`config.mk`:
```
export PLATFORM = sky130hd
export DESIGN_NAME = lcd_text_stream_flat
export DESIGN_NICKNAME = d
export VERILOG_FILES = /design/src/rtl/lcd_text_stream_if.sv /design/src/rtl/lcd_text_stream.sv /design/src/flat_wrapper.sv
export SDC_FILE = /design/constraint.sdc
export NUM_CORES = 1
export LEC_CHECK = 0
export BUFFER_PORTS_ARGS = -buffer_cell sky130_fd_sc_hd__buf_2
export CAP_MARGIN = 40
export CORE_UTILIZATION = 52
export DETAILED_ROUTE_END_ITERATION = 7
export GPL_ROUTABILITY_DRIVEN = 0
export HOLD_SLACK_MARGIN = 0.02
export PLACE_DENSITY = 0.69
export SYNTH_ARGS = -nofsm -noshare
export SYNTH_HDL_FRONTEND = slang
export SYNTH_SLANG_ARGS = --single-unit
```
`constraint.sdc`:
```
create_clock -name clk -period 2.8 [get_ports clk]
set_input_delay 0.42 -clock clk [delete_from_list [all_inputs] [get_ports clk]]
set_output_delay 0.42 -clock clk [all_outputs]
set_load 0.01 [all_outputs]
```
`src/rtl/lcd_text_stream_if.sv`:
```
// lcd_text_stream_if: host write port, refresh request and the byte stream
// towards the LCD command/timing stage, bundled for lcd_text_stream.
//   wr_en/wr_addr/wr_data  host buffer write (addr 0-15 row 1, 16-31 row 2)
//   refresh_req            single-cycle request for a refresh frame
//   out_valid/out_ready    byte stream handshake
//   out_byte/out_rs        byte and its RS tag (0 = command, 1 = character)
//   busy/frame_done        frame in progress / one-cycle end-of-frame pulse
// master: host plus downstream consumer side; slave: lcd_text_stream.
interface lcd_text_stream_if;
   logic       wr_en;
   logic [4:0] wr_addr;
   logic [7:0] wr_data;
   logic       refresh_req;
   logic       out_valid;
   logic       out_ready;
   logic [7:0] out_byte;
   logic       out_rs;
   logic       busy;
   logic       frame_done;

   modport master (
      output wr_en, wr_addr, wr_data, refresh_req, out_ready,
      input  out_valid, out_byte, out_rs, busy, frame_done
   );

   modport slave (
      input  wr_en, wr_addr, wr_data, refresh_req, out_ready,
      output out_valid, out_byte, out_rs, busy, frame_done
   );
endinterface

```
`src/rtl/lcd_text_stream.sv`:
```
// lcd_text_stream: 32-character display buffer that streams a full-screen
// refresh frame (80, row 1 chars, C0, row 2 chars) whenever it changes.
//   clk, rst_n  system clock, asynchronous active-low reset
//   bus         lcd_text_stream_if.slave: write port, refresh_req, byte
//               stream (out_valid/out_ready/out_byte/out_rs), busy, frame_done
// Parameters:
//   REFRESH_CYC  minimum idle cycles between a frame end and the next
//                dirty-triggered frame
//   FILL_CHAR    reset value of every buffer entry
module lcd_text_stream #(
   parameter int unsigned REFRESH_CYC = 5_000_000,
   parameter logic [7:0]  FILL_CHAR   = 8'h20
) (
   input logic              clk,
   input logic              rst_n,
   lcd_text_stream_if.slave bus
);

   localparam int unsigned           HOLD_W   = (REFRESH_CYC > 1) ? $clog2(REFRESH_CYC) : 1;
   localparam logic [HOLD_W-1:0]     HOLD_MAX = HOLD_W'(REFRESH_CYC - 1);
   localparam int unsigned           DEPTH    = 32;
   localparam logic [7:0]            CMD_ROW1 = 8'h80;
   localparam logic [7:0]            CMD_ROW2 = 8'hC0;

   localparam logic [2:0] S_IDLE   = 3'd0;
   localparam logic [2:0] S_R1_CMD = 3'd1;
   localparam logic [2:0] S_R1_CHR = 3'd2;
   localparam logic [2:0] S_R2_CMD = 3'd3;
   localparam logic [2:0] S_R2_CHR = 3'd4;

   logic [2:0]        state, state_d;
   logic [3:0]        col, col_d;
   logic [3:0]        col_inc;
   logic [HOLD_W-1:0] hold, hold_d;
   logic              dirty, dirty_d;
   logic              pend, pend_d;
   logic              valid_d, rs_d, busy_d, done_d;
   logic [7:0]        byte_d;
   logic              xfer;
   logic              start;
   logic [7:0]        mem [DEPTH];

   assign xfer    = bus.out_valid && bus.out_ready;
   assign col_inc = col + 4'd1;
   assign start   = (dirty && (hold == HOLD_MAX)) || pend || bus.refresh_req;

   // Display buffer; writes accepted every cycle regardless of frame state
   always_ff @(posedge clk or negedge rst_n) begin
      if (!rst_n) begin
         for (int i = 0; i < int'(DEPTH); i++) begin
            mem[i] <= FILL_CHAR;
         end
      end else if (bus.wr_en) begin
         mem[bus.wr_addr] <= bus.wr_data;
      end
   end

   // State and registered outputs
   always_ff @(posedge clk or negedge rst_n) begin
      if (!rst_n) begin
         state          <= S_IDLE;
         col            <= 4'd0;
         hold           <= HOLD_MAX;
         dirty          <= 1'b1;
         pend           <= 1'b0;
         bus.out_valid  <= 1'b0;
         bus.out_byte   <= 8'h00;
         bus.out_rs     <= 1'b0;
         bus.busy       <= 1'b0;
         bus.frame_done <= 1'b0;
      end else begin
         state          <= state_d;
         col            <= col_d;
         hold           <= hold_d;
         dirty          <= dirty_d;
         pend           <= pend_d;
         bus.out_valid  <= valid_d;
         bus.out_byte   <= byte_d;
         bus.out_rs     <= rs_d;
         bus.busy       <= busy_d;
         bus.frame_done <= done_d;
      end
   end

   // Next state; the next byte is loaded on the same edge as a transfer
   always_comb begin
      state_d = state;
      col_d   = col;
      hold_d  = hold;
      dirty_d = dirty;
      pend_d  = pend;
      valid_d = bus.out_valid;
      byte_d  = bus.out_byte;
      rs_d    = bus.out_rs;
      busy_d  = bus.busy;
      done_d  = 1'b0;

      case (state)
         S_IDLE: begin
            // holdoff saturates once expired
            if (hold != HOLD_MAX) hold_d = hold + HOLD_W'(1);
            if (start) begin
               state_d = S_R1_CMD;
               byte_d  = CMD_ROW1;
               rs_d    = 1'b0;
               valid_d = 1'b1;
               busy_d  = 1'b1;
               dirty_d = 1'b0;
               pend_d  = 1'b0;
            end
         end
         S_R1_CMD: begin
            if (xfer) begin
               state_d = S_R1_CHR;
               col_d   = 4'd0;
               byte_d  = mem[5'd0];
               rs_d    = 1'b1;
            end
         end
         S_R1_CHR: begin
            if (xfer) begin
               if (col != 4'd15) begin
                  col_d  = col_inc;
                  byte_d = mem[{1'b0, col_inc}];
               end else begin
                  state_d = S_R2_CMD;
                  byte_d  = CMD_ROW2;
                  rs_d    = 1'b0;
               end
            end
         end
         S_R2_CMD: begin
            if (xfer) begin
               state_d = S_R2_CHR;
               col_d   = 4'd0;
               byte_d  = mem[5'd16];
               rs_d    = 1'b1;
            end
         end
         S_R2_CHR: begin
            if (xfer) begin
               if (col != 4'd15) begin
                  col_d  = col_inc;
                  byte_d = mem[{1'b1, col_inc}];
               end else begin
                  state_d = S_IDLE;
                  valid_d = 1'b0;
                  busy_d  = 1'b0;
                  done_d  = 1'b1;
                  hold_d  = '0;
               end
            end
         end
         default: begin
            state_d = S_IDLE;
            valid_d = 1'b0;
            busy_d  = 1'b0;
         end
      endcase

      // a request during a frame queues exactly one follow-up frame
      if (state != S_IDLE && bus.refresh_req) pend_d = 1'b1;
      // a write always wins over the clear at frame start
      if (bus.wr_en) dirty_d = 1'b1;
   end

endmodule

```
`src/flat_wrapper.sv`:
```
// flat-port wrapper written by rule: the top's interface ports become plain ports
module lcd_text_stream_flat 
#(
   parameter int unsigned REFRESH_CYC = 5_000_000,
   parameter logic [7:0]  FILL_CHAR   = 8'h20
)
  (clk, rst_n, bus_wr_en, bus_wr_addr, bus_wr_data, bus_refresh_req, bus_out_ready, bus_out_valid, bus_out_byte, bus_out_rs, bus_busy, bus_frame_done);
  lcd_text_stream_if bus_i ();
  input logic clk;
  input logic rst_n;
  input wire logic [$bits(bus_i.wr_en)-1:0] bus_wr_en;
  input wire logic [$bits(bus_i.wr_addr)-1:0] bus_wr_addr;
  input wire logic [$bits(bus_i.wr_data)-1:0] bus_wr_data;
  input wire logic [$bits(bus_i.refresh_req)-1:0] bus_refresh_req;
  input wire logic [$bits(bus_i.out_ready)-1:0] bus_out_ready;
  output wire logic [$bits(bus_i.out_valid)-1:0] bus_out_valid;
  output wire logic [$bits(bus_i.out_byte)-1:0] bus_out_byte;
  output wire logic [$bits(bus_i.out_rs)-1:0] bus_out_rs;
  output wire logic [$bits(bus_i.busy)-1:0] bus_busy;
  output wire logic [$bits(bus_i.frame_done)-1:0] bus_frame_done;
  assign bus_i.wr_en = bus_wr_en;
  assign bus_i.wr_addr = bus_wr_addr;
  assign bus_i.wr_data = bus_wr_data;
  assign bus_i.refresh_req = bus_refresh_req;
  assign bus_i.out_ready = bus_out_ready;
  assign bus_out_valid = bus_i.out_valid;
  assign bus_out_byte = bus_i.out_byte;
  assign bus_out_rs = bus_i.out_rs;
  assign bus_busy = bus_i.busy;
  assign bus_frame_done = bus_i.frame_done;
  lcd_text_stream #(.REFRESH_CYC(REFRESH_CYC), .FILL_CHAR(FILL_CHAR)) u_core (.clk(clk), .rst_n(rst_n), .bus(bus_i));
endmodule
```
# Word-level counts from Yosys, hierarchy flattened
# Index checks and enable logic that the tools add are counted.
# totals
mem_bits_ro	0
latch_bits	0
word_cells	143
input_bits	18
mem_bits_rw	0
mem_count	0
reg_bits	299
# op_classes
div	0
addsub	2
eq_ne	19
muxes	46
n_shift	0
reduce_logical	27
bitwise_logic	4
order_cmp	4
n_mul	0
# ops
cell	n
$bwmux 256	1
$mux 8	12
$bmux 8 s5	2
$mux 23	3
$pmux 23 s2	1
$demux 8 s5	1
$pmux 8 s5	1
$add 23x1->23 const B	1
$eq 23x23->1 const B	1
$ne 23x23->1 const B	1
$mux 3	7
$ne 2x1->1 const B	10
$ge 6x6->1 const B	3
$pmux 3 s5	1
$reduce_and 7->1	2
$mux 4	3
$not 5->6	2
$reduce_and 4->1	3
$reduce_bool 2->1	6
$mux 1	11
$pmux 4 s2	1
$eq 3x2->1 const B	2
$lt 6x1->1 const B	1
$not 4->6	1
16 further kinds	25

# Longest topological paths before layout
# depth
word_depth	8
depth_mapped	9

# Least setup slack after synthesis
# Ideal clock, no wire load.
# synth_timing
path_kind	register -> register
startpoint	register u_core.col[1]
endpoint	register u_core.bus.out_byte[7]
stages_incl_launch_ff	8
period_less_slack_ns	2.346
arrival_time_ns	2.221
slack_ns	0.454
path_cell_list	dfrtp_1 ha_1 buf_2 buf_1 mux4_2 a211oi_1 o22ai_1 mux2_2
# synth_between
elab_chain_cells	8
word_cells_on_any_way	17
cone_classes	add/sub (1); eq/ne (2); mux (11); bitwise (2); reduce/logical (1)
# synth_rtl
item	line	text
start, declared	lcd_text_stream.sv:32	logic [3:0] col, col_d;
start signal, assigned	lcd_text_stream.sv:73	col <= col_d;
$add 4x1->4	lcd_text_stream.sv:44	assign col_inc = col + 4'd1;
$not 5->6 (implied by the code) / $not 4->6 (equally long branches)	lcd_text_stream.sv:144, lcd_text_stream.sv:124	
$bmux 8 s5, on equally long branches	lcd_text_stream.sv:144, lcd_text_stream.sv:124	
$mux 8, on equally long branches (2 in a row)	lcd_text_stream.sv:144, lcd_text_stream.sv:124	
$mux 8, on equally long branches	lcd_text_stream.sv:142, lcd_text_stream.sv:122	
$mux 8, on equally long branches	lcd_text_stream.sv:141, lcd_text_stream.sv:121	
$pmux 8 s5	lcd_text_stream.sv:98	case (state)
end signal, assigned	lcd_text_stream.sv:78	bus.out_byte <= byte_d;
end, declared	lcd_text_stream_if.sv:28	output out_valid, out_byte, out_rs, busy, frame_done
# Several ways; a longest one is shown, not always the timed one. The select of a mux whose other input is x is not followed.
# A chain may end at the register's enable or synchronous reset.

# Final worst setup path
# layout_timing
startpoint	register u_core.col[0]
endpoint	register u_core.bus.out_byte[0]
# The elaborated chain is that of the path after synthesis.

==> results list <==
- The flow ran to the end, and the final reports show no timing, DRC or antenna violations.
* Top flip-flop cell by instance count after synthesis: sky130_fd_sc_hd__dfrtp_1
- Global routing usage summed across all routing layers: 24.4%
* Count of endpoints failing hold in the final timing report: 0
- Setup violations remaining at the end of the flow were counted as 0.
- Reg2reg path depth: 7
* CTS H-Tree Depth: 1
- Of all flip-flops after synthesis, the portion carrying an async set or reset was between 90% and 100%.
- Initial antenna violation count: 2
* Routing usage on met1: a little over a third
* Peak supply drop: 0.624 mV
- Worst Slack Setup Final: 0.248 ns
- Switching portion of total power: 30.3%
* Most area-hungry cell type in the Yosys netlist: sky130_fd_sc_hd__dfrtp_1
- Maximum frequency from static timing analysis: 0.392 GHz
- Buffer levels on the longest clock path: 3
- At the worst endpoint, the arrival time is 2.99 ns.
- Share of total power in the clock network: 29.4%
- Met3 global-route usage: 4.40%
- Shortest period the worst path allows: about 2.6 ns
* Critical Path Fanout Max: 33
- Relative area change from synthesis to final layout: 12.5%
- DPL Wire Length: 20,800 um
- Synth area leaders: sky130_fd_sc_hd__dfrtp_1 45%, sky130_fd_sc_hd__mux2_2 21%, sky130_fd_sc_hd__mux4_2 9.4%
- For flop-to-flop paths, the worst setup slack is 0.25 ns.
- Once the floorplan was initialized, standard cells occupied 53.5% of the core.
* Reg-to-reg endpoint: u_core.bus.out_byte[0]
- The first TritonRoute pass finished after 5 iterations.
- Adding up every negative setup slack in the final design gives 0 ns.
- Once detail routing completed, the nets flagged for antenna violations numbered 0.
* Seq cells post-synth: approximately 300
- In this run, the number of DRC markers left after iteration 0 of detailed routing was 633.
* Number of instances on the worst hold path: 3
- Worst Path Class, Setup: flip-flop to flip-flop
- Yosys mapped a number of flops with a built-in enable equal to 0.
- Cell-internal power: between 9 and 10 mW
- Pre-CTS setup slack: 0.286 ns
- Nature of the critical path startpoint: flip-flop
- Yosys printed 0 warnings.
- In this run, distinct cell masters in the synthesized netlist total between 50 and 60.
- STA puts the critical path data required time at 3.24 ns.
- Die X: about 170 um
- Proportion of layout cells with a drive suffix above 1: a little under half
* First-pass GRT wire length: 52,700 um
- DRC: 0
- Total Nets Final: 1,091
- A synthesized cell averages approximately 14 um^2.
* DR vias: 8,724
- After clock tree synthesis, the clock-pin slew on the worst setup and hold paths is about 0.07 ns.
- The tool flagged a number of max-cap violations equal to 0.
- Actual transition at the worst max-transition pin: 0.917 ns
- Die Span Y: 167 um
* Number of post-CTS setup repair buffers: 0
* Fraction of power consumed by combinational cells: 28.5%
- Summing every instance area after synthesis gives 14,100 um^2.
- Number of buffer cells added on primary ports: 29
- After layout, the worst path uses ~90% of the clock period.
* Clock latency at the later pin of the worst-skew pair: 0.57 ns
- Met2 track demand over resource in global routing: 38.3%
* Net Count, Synth: 1,051
- Routed wire per std cell: 22.6 um
* Sw Pwr: 4.17 mW
- Sequential cells burn 42.1% of the power.
- Die Outline Area: ~28,000 um^2
* HP Start: bus_refresh_req
- Per-cell via count in the routed design: 6.09
- For this design the static power due to leakage is 6.72 nW.
- Boundary Pins: 30
- Number of buffers added by the clock tree synthesis step: 31
- The total overflow left after global routing is 0.
- Worst Setup End Kind: flip-flop
* Area of the core: 26,400 um^2
- The via count of the first global-routing pass came to ~9,000.
* FP Rows: 59
- Of the post-synthesis cell area, the dominant cell type holds 44.9%.
- Sequential cell area fraction in the yosys report: 53.5%
* PwrDens: about 870 nW/um^2
* TritonCTS clock tree: done
- The startpoint identified for the worst register-to-register timing path is u_core.col[0].
- Headroom to the max-slew limit came out at 38.9%.
- Setup repair after global routing left no endpoint under its margin.
- For the final database, setup skew stands at roughly 0.016 ns.
* End of the worst hold path: u_core.pend
- Largest net degree at the start of global routing: 101
* Clk Tree Root Cell: sky130_fd_sc_hd__clkbuf_16
- The final layout contains routed wiring with a total length of 32,400 um.
* Mapped Cells: roughly 1,000
* Number of pins exceeding their max-slew limit in the final report: 0
- Worst hold path class: input port to flip-flop
- The layer flagged by global routing as most heavily used is met2.
* Clock net sink count: 299
-- per-layer routing --
| metal | share of wire, % | vias to the layer above | wire, um |
|---|---|---|---|
| met2 | 46 | 221 | 15100 |
| li1 | - | 3862 | - |
| met4 | 2.5 | 0 | 794 |
| met1 | 46 | 4589 | 14800 |
| met5 | 0 | - | 0 |
| met3 | 5.3 | 52 | 1720 |
-- cell usage in the layout (no fill, tap or decap), drive strengths merged, types with 2 or more instances in the layout --
master and n:
nand4 13, mux2i 29, nand3 21, nor4b 4, and2 2, dfrtp 253
a21oi 10, and4 2, or3 2, mux4 59, o22ai 11, nand2b 5
ha 2, nor3 11, nor4 5, diode 2, o21ai 18, nor2 58
nand2 80, mux2 260, and3 3, xnor2 19, nor3b 5, dfstp 46
or2 4, xor2 8, clkinvlp 2, o211ai 4, clkbuf 45, clkinv 9
buf 71, nor2b 2, o32ai 2, nor4bb 2, a211oi 2, inv 6
nand3b 3
-- sequential cells by signal, summed over array words and instances, names as in the netlist --
register / flops
u_core.mem: 256
u_core.hold: 23
u_core.bus.out_byte: 8
u_core.col: 4
u_core.state: 3
u_core.bus.frame_done: 1
u_core.bus.out_rs: 1
u_core.bus.out_valid: 1
u_core.dirty: 1
u_core.pend: 1
-- layout make-up --
cell class	instances	area, um^2
timing repair buffer	72	556
antenna	2	5.00
tap	335	419
sequential	299	7540
multi-input combinational	662	6300
fill	2032	10500
clock buffer	45	908
clock inverter	13	103
inverter	5	18.8
-- cells in the mapped netlist (5+ instances only) --
cell                       count
sky130_fd_sc_hd__xnor2_1      19
sky130_fd_sc_hd__nand2b_1      5
sky130_fd_sc_hd__o21ai_0      18
sky130_fd_sc_hd__buf_2        12
sky130_fd_sc_hd__nor3_1       11
sky130_fd_sc_hd__xor2_1        8
sky130_fd_sc_hd__nand2_1      80
sky130_fd_sc_hd__mux2_2      260
sky130_fd_sc_hd__o22ai_1      11
sky130_fd_sc_hd__nor4_1        5
sky130_fd_sc_hd__nor2_1       58
sky130_fd_sc_hd__clkbuf_1     43
sky130_fd_sc_hd__nand4_1      13
sky130_fd_sc_hd__buf_1         6
sky130_fd_sc_hd__mux4_2       59
sky130_fd_sc_hd__dfrtp_1     253
sky130_fd_sc_hd__dfstp_2      46
sky130_fd_sc_hd__inv_1         5
sky130_fd_sc_hd__nand3_1      20
sky130_fd_sc_hd__mux2i_1      29
sky130_fd_sc_hd__nor3b_1       5
sky130_fd_sc_hd__a21oi_1      10
-- cell families after synthesis --
group	share of synthesized area, %
mux	32.2
flops	53.5
simple gates	7.62
buf+inv	2.08
compound gates	2.72
xor+xnor	1.68
fa+ha+maj	0.177
-- how the worst max path moves through the flow --
stage / startpoint / to / slack [ns]
final: u_core.col[0] / u_core.bus.out_byte[0] / 0.25
after global routing: u_core.col[0] / u_core.bus.out_byte[4] / 0.14
after CTS: u_core.col[0] / u_core.bus.out_byte[0] / 0.30
after detailed placement: u_core.col[0] / u_core.bus.out_byte[0] / 0.29
after global placement: u_core.hold[11] / u_core.bus.out_byte[1] / 0.34
after floorplan: u_core.col[1] / u_core.bus.out_byte[7] / 0.45
-- per-stage QoR --
step                hold slack (ns)  cells  instance area [um^2]  util (%)  total power, mW
CTS                          0.0788   1431                 15900      60.1             13.8
finish                       0.0943   1433                 15900      60.2             13.8
detailed placement            0.295   1372                 14800      56.3             9.76
global route                  0.115   1431                 15900      60.1             14.4
global placement              0.296   1372                 14800      56.3             9.67
floorplan                     0.124   1031                 14100         -             8.49
-- critical path, cell delays in order (launching register included) --
cell                       delay [ns]
sky130_fd_sc_hd__dfrtp_4         0.50
sky130_fd_sc_hd__ha_4            0.45
sky130_fd_sc_hd__buf_12          0.28
sky130_fd_sc_hd__mux4_2          0.34
sky130_fd_sc_hd__mux2i_1         0.28
sky130_fd_sc_hd__o22ai_1         0.17
sky130_fd_sc_hd__o21ai_0         0.25
sky130_fd_sc_hd__o211ai_1        0.12
-- power groups by stage --
stage | Sequential (mW) | Clock (mW) | Combinational, mW
final | 5.79 | 4.04 | 3.92
after global routing | 5.90 | 4.30 | 4.22
after CTS | 5.78 | 4.14 | 3.92
after detailed placement | 5.85 | 0 | 3.91
after global placement | 5.83 | 0 | 3.84
after floorplan | 5.65 | 0 | 2.84
-- what timing repair did --
action,CTS,global route
endpoints found under the hold margin,24,0
hold buffers,1,0
resized for setup,0,0
setup endpoints to repair,0,0
(Power assumes the default switching activity.)
